[src/rtl/pattern_6_8_resp_misr.sv]
// Response compactor for the merged pattern_6_8 stage: skips a settle interval after start,
// folds valid 11-bit responses into a MISR over a programmable window, then compares to a golden signature.
module pattern_6_8_resp_misr #(
   parameter int                SIG_W  = 16,
   parameter logic [SIG_W-1:0]  POLY   = 16'h1021,
   parameter logic [SIG_W-1:0]  SEED   = 16'h0000,
   parameter int                SETTLE = 4,
   parameter int                WIN_W  = 8
) (
   input  logic             blif_clk_net_0,
   input  logic             blif_reset_net_0,
   input  logic             start,
   input  logic [WIN_W-1:0] win_len,
   input  logic [10:0]      resp_in,
   input  logic             resp_valid,
   input  logic [SIG_W-1:0] expected_sig,
   output logic             busy,
   output logic             done,
   output logic             pass,
   output logic [SIG_W-1:0] signature,
   output logic [WIN_W-1:0] sample_count
);

   localparam int CNT_W = (SETTLE > 1) ? $clog2(SETTLE + 1) : 1;

   typedef enum logic [1:0] {
      S_IDLE    = 2'd0,
      S_SKIP    = 2'd1,
      S_CAPTURE = 2'd2,
      S_DONE    = 2'd3
   } state_t;

   state_t             r_state;
   state_t             w_next;
   logic [CNT_W-1:0]   r_settle;
   logic [WIN_W-1:0]   r_win;
   logic [WIN_W-1:0]   r_count;
   logic [SIG_W-1:0]   r_sig;
   logic               r_pass;
   logic               w_accept;
   logic               w_absorb;
   logic               w_last;
   logic [WIN_W-1:0]   w_count_inc;
   logic [SIG_W-1:0]   w_sig_next;

   assign w_accept    = start && ((r_state == S_IDLE) || (r_state == S_DONE));
   assign w_absorb    = (r_state == S_CAPTURE) && resp_valid;
   assign w_count_inc = r_count + WIN_W'(1);
   assign w_last      = (w_count_inc == r_win);
   assign w_sig_next  = {r_sig[SIG_W-2:0], 1'b0}
                      ^ (r_sig[SIG_W-1] ? POLY : '0)
                      ^ SIG_W'(resp_in);

   always_ff @(posedge blif_clk_net_0) begin
      if (blif_reset_net_0) begin
         r_state <= S_IDLE;
      end else begin
         r_state <= w_next;
      end
   end

   always_comb begin
      w_next = r_state;
      case (r_state)
         S_IDLE, S_DONE: begin
            if (start) begin
               w_next = (SETTLE > 0) ? S_SKIP : S_CAPTURE;
            end
         end
         S_SKIP: begin
            if (r_settle <= CNT_W'(1)) begin
               w_next = S_CAPTURE;
            end
         end
         S_CAPTURE: begin
            if (w_absorb && w_last) begin
               w_next = S_DONE;
            end
         end
         default: w_next = S_IDLE;
      endcase
   end

   // A latched window of zero is stored as one so the compare above never has to special-case it.
   always_ff @(posedge blif_clk_net_0) begin
      if (blif_reset_net_0) begin
         r_sig    <= SEED;
         r_count  <= '0;
         r_pass   <= 1'b0;
         r_settle <= '0;
         r_win    <= '0;
      end else begin
         if (w_accept) begin
            r_sig    <= SEED;
            r_count  <= '0;
            r_pass   <= 1'b0;
            r_settle <= CNT_W'(SETTLE);
            r_win    <= (win_len == '0) ? WIN_W'(1) : win_len;
         end
         if (r_state == S_SKIP) begin
            r_settle <= r_settle - CNT_W'(1);
         end
         if (w_absorb) begin
            r_sig   <= w_sig_next;
            r_count <= w_count_inc;
            if (w_last) begin
               r_pass <= (w_sig_next == expected_sig);
            end
         end
      end
   end

   assign busy         = (r_state == S_SKIP) || (r_state == S_CAPTURE);
   assign done         = (r_state == S_DONE);
   assign pass         = r_pass;
   assign signature    = r_sig;
   assign sample_count = r_count;

endmodule

[config.mk]
export PLATFORM = sky130hd
export DESIGN_NAME = pattern_6_8_resp_misr
export DESIGN_NICKNAME = d
export VERILOG_FILES = /design/src/rtl/pattern_6_8_resp_misr.sv
export SDC_FILE = /design/constraint.sdc
export NUM_CORES = 1
export LEC_CHECK = 0
export BUFFER_PORTS_ARGS = -buffer_cell sky130_fd_sc_hd__buf_4
export CAP_MARGIN = 10
export CORE_ASPECT_RATIO = 0.5
export CORE_MARGIN = 2
export CORE_UTILIZATION = 45
export CTS_CLUSTER_SIZE = 12
export DETAILED_ROUTE_END_ITERATION = 8
export PLACE_DENSITY = 0.73
export SLEW_MARGIN = 20
export SYNTH_ARGS = -nofsm -noshare
export SYNTH_HDL_FRONTEND = slang
export SYNTH_SLANG_ARGS = --single-unit
export TNS_END_PERCENT = 50
[constraint.sdc]
create_clock -name blif_clk_net_0 -period 2.8 [get_ports blif_clk_net_0]
set_input_delay 0.42 -clock blif_clk_net_0 [delete_from_list [all_inputs] [get_ports blif_clk_net_0]]
set_output_delay 0.42 -clock blif_clk_net_0 [all_outputs]
set_load 0.05 [all_outputs]
# [Yosys cells after proc, flatten, opt, wreduce, memory -nomap -nowiden]
# Cells that the tools add are included.
# W data, S select, Z words.
[op_classes] addsub=2 n_lt_le_gt_ge=1 n_eq_ne=8 muxes=15 bitwise_logic=2 reduce_logical=11
[ops] op="$mux W16" n=2
[ops] op="$mux W8" n=3
[ops] op="$eq A16 B16 Y1" n=1
[ops] op="$xor A16 B11 Y16" n=1
[ops] op="$xor A16 B13 Y16" n=1
[ops] op="$mux W13" n=1
[ops] op="$add A8 B1 Y8 const B" n=1
[ops] op="$eq A8 B8 Y1" n=1
[ops] op="$logic_not A8 Y1" n=1
[ops] op="$mux W2" n=3
[ops] op="$mux W3" n=2
[ops] op="$ne A2 B2 Y1 const B" n=3
[ops] op="$pmux W2 S3" n=1
[ops] op="$eq A2 B2 Y1 const B" n=2
[ops] op="$reduce_bool A2 Y1" n=2
[ops] op="$le A3 B1 Y1 const B" n=1
[ops] op="$logic_and A1 B1 Y1" n=3
[ops] op="$mux W1" n=3
[ops] op="$reduce_and A3 Y1" n=1
[ops] op="$sub A3 B1 Y3 const B" n=1
[ops] op="$eq A2 B1 Y1 const B" n=1
[ops] op="$logic_not A2 Y1" n=1
[ops] op="$logic_or A1 B1 Y1" n=2
[ops] op="$reduce_or A2 Y1" n=1
[word_totals] reg_bits=38 input_bits=39 elab_cells=45

# [Longest topological paths before layout]
[depth] depth_word=6 ltp_mapped=8

# [Least setup slack after synthesis]
# No wires, ideal clock.
[synth_path] path_type="flip-flop to flip-flop" start="register r_count[0], in the netlist sample_count[0]" end="register r_state[0]" setup_ns=0.121 arrival_time_ns=2.478 required_ns=2.679 path_slack_ns=0.202 path_stages_with_launch=8 n_path_buf=0 synth_period_minus_slack_ns=2.598 cell_sequence="dfxtp_1 > ha_1 > nand3_2 > or3_1 > a211oi_2 > o221ai_2 > a21oi_2 > mux2_2"
[synth_between] elab_chain_len=5
[synth_lines] element="from (decl)" line="37" source="logic [WIN_W-1:0] r_count;"
[synth_lines] element="from (signal assigned)" line="105" source="r_count <= w_count_inc;"
[synth_lines] element="$add A8 B1 Y8" line="48" source="assign w_count_inc = r_count + WIN_W'(1);"
[synth_lines] element="$eq A8 B8 Y1" line="49" source="assign w_last = (w_count_inc == r_win);"
[synth_lines] element="$logic_and A1 B1 Y1" line="76" source="if (w_absorb && w_last) begin"
[synth_lines] element="$ne A2 B2 Y1 (no line)"
[synth_lines] element="$reduce_and A3 Y1 (no line)"
[synth_lines] element="to (signal assigned)" line="58" source="r_state <= w_next;"
[synth_lines] element="to (decl)" line="33" source="state_t r_state;"
# No other way between the ends.
# A chain may end at the register's enable or synchronous reset.

# [Worst setup path after layout]
# Same ends and word-level chain as after synthesis.

==> impl_metrics.tcl <==
set metrics [dict create \
    syn_area_um2 2041 \
    drive_above_1_share_pct 28.01 \
    cts.sinks 38 \
    rsz0062_at_grt "false" \
    start_util_pct 46.57 \
    min_period_ps 2398 \
    power_leakage_nw 1.153 \
    setup_viol 0 \
    grt.total_usage_pct 19.77 \
    syn_to_final_growth_pct 32.56 \
    cts_setup_buffers 0 \
    multi_input_area_um2 1206 \
    insertion_delay_ps 300 \
    path_clk_slew_ps 80 \
    clock-root-buffer "clkbuf_8" \
    arrival_ps 2580 \
    synthDistinctLibCells 36 \
    tightest_slew_ps 610.9 \
    cts_buffers 5 \
    max_slew_margin_pct 59.12 \
    drc 0 \
    syn_nets 289 \
    viasPerCell 5.308 \
    grt_antenna_before_repair 0 \
    max_freq_mhz 417.0 \
    path_cells "ha_1 -> nand3_2 -> or3_1 -> a211oi_2 -> o221ai_2 -> a21oi_2 -> mux2_2" \
    max_cap_viol_count 0 \
    routed_wl_mm 4.832 \
    clk_path_buf_depth 2 \
    die_h_um 51.62 \
    core-area_um2 4382 \
    n_antenna_cell 0 \
    num_rows 17 \
    grt-ovfl-total 0 \
    final_nets 351 \
    ant_nets 0 \
    power_density_nw_per_um2 734.8 \
    fin_crit_sh_pct 85.64 \
    vias 1932 \
    grt_pass1_vias 1715 \
    fill_cells 393 \
    critPathLaunchType "flop" \
    vdd_drop_max_mv 0.3264 \
    grt_pass1_wl_mm 7.990 \
    slew_viol_final 0 \
    final-seq-area_um2 760.7 \
    boundaryPins 66 \
    numPortBuffers 65 \
    dp.cells 356 \
    yosysSeqAreaShare_pct 37.28 \
    postCtsHoldBufs 0 \
    grt_start_max_net_pins 42 \
    cp.required_ps 2990 \
    first_pass_iters 5 \
    clock_skew_ps 9.582 \
    end_kind "flop" \
    hp-class "in -> reg" \
    post_drt_wl_per_cell_um 13.27 \
    hold_viol 0 \
    fin_cells 364 \
    die_w_um 99.24 \
    dpl.hpwl_mm 3.595 \
    cts_max_level 2 \
    syn_inst 244 \
    layout_common_cells "buf_4 (67), dfxtp_1 (38), nor2_1 (37)" \
    slowest_stage "dfxtp_1" \
    status "finished, final reports clean" \
    drt-initial-drc-count 80 \
    crit_type "reg -> reg" \
    place_congestion 0.8619 \
    dieArea_um2 5123 \
    ys_ff_latch 38 \
    cts_resized 0 \
    final_common_cell "buf_4" \
    yosysWarningCount 0 \
    synth_area_per_cell_um2 8.364 \
    tns_ps 0 \
    cts_tree "built" \
    cp_max_fo 8 \
    cpPeakStageDelay_ps 460 \
]
## power by group
part	internal, W	switching (W)	total (W)	leakage (nW)
clock network	0.000357	0.000215	0.000572	0.0683
logic	0.000292	0.000450	0.000742	0.776
registers	0.000612	0.0000619	0.000674	0.309
## cells in the mapped netlist
cell type	number	area (µm²)
a211oi_1	2	15.01
a211oi_2	1	12.51
a21o_1	2	15.01
a21o_2	1	8.760
a21oi_1	19	95.09
a21oi_2	1	8.760
a22oi_1	16	120.1
a311oi_1	1	8.760
and2_1	2	12.51
and4_2	1	10.01
buf_2	1	5.000
clkbuf_1	10	37.54
clkbuf_2	1	5.000
dfxtp_1	38	760.7
ha_1	6	75.07
inv_1	7	26.28
mux2_2	4	45.04
mux2i_1	1	10.01
nand2_1	19	71.32
nand3_1	4	20.02
nand3_2	1	10.01
nand3b_1	1	7.510
nand4_1	4	25.02
nor2_1	37	138.9
nor2b_1	1	6.260
nor3_1	6	30.03
nor3b_1	4	30.03
nor4_1	3	18.77
o211ai_1	1	7.510
o21ai_0	7	35.03
o221ai_2	1	15.01
or3_1	1	6.260
or3_2	1	7.510
or4_1	1	7.510
xnor2_1	19	166.4
xor2_1	19	166.4
## stage by stage
step                area, µm²  utilization, %  hold slack [ps]  power, W  worst slack [ps]
finish                   2705           61.74            371.0  0.001988             401.9
detailed placement       2567           58.60            463.5  0.001425             441.5
CTS                      2705           61.74            371.6  0.001988             403.8
global placement         2567           58.60            452.2  0.001404             527.1
floorplan                2041               -            441.0  0.001221             201.6
global route             2705           61.74            375.7  0.002101             283.2
## cell type report
cell class / count / area share [%]
multi-input combinational: 187 / 44.59
clock buffer: 5 / 2.544
tap: 57 / 2.636
sequential: 38 / 28.12
clock inverter: 3 / 2.544
timing repair buffer: 67 / 18.59
inverter: 7 / 0.9713
## logic make-up after synthesis
kind of cell	after synthesis	synth area share (%)
buffers and inverters	19	3.617
XOR/XNOR	38	16.31
AO/OA/AOI/OAI	52	16.74
flip-flops	38	37.28
AND/OR/NAND/NOR	86	19.68
multiplexers	5	2.698
adder cells (fa/ha/maj)	6	3.679
## critical path, delay by kind of cell, from the launching register on
kind	cells	cell delay [ps]
AND/OR/NAND/NOR	2	570
AO/OA/AOI/OAI	3	600
multiplexers	1	350
adder cells (fa/ha/maj)	1	310
flip-flops	1	460
## metal layers
layer	track usage, %	vias to the layer above	wire, µm
met1	25.39	907	2205
met3	4.704	7	253
met5	0	-	0
li1	-	967	-
met4	6.164	0	63
met2	33.45	51	2308
## registers in the layout, indices dropped and copies added, names as in the netlist
name / count
pass: 1
r_settle: 3
r_state: 2
r_win: 8
sample_count: 8
signature: 16
## worst paths after layout
check                   from         end  slack (ps)  depth (start not counted)
min               win_len[4]    r_win[4]         370                          3
max reg2reg  sample_count[0]  r_state[0]         400                          7
max          sample_count[0]  r_state[0]         400                          7
min reg2reg         r_win[4]    r_win[4]         470                          2
(Power assumes the default switching activity.)
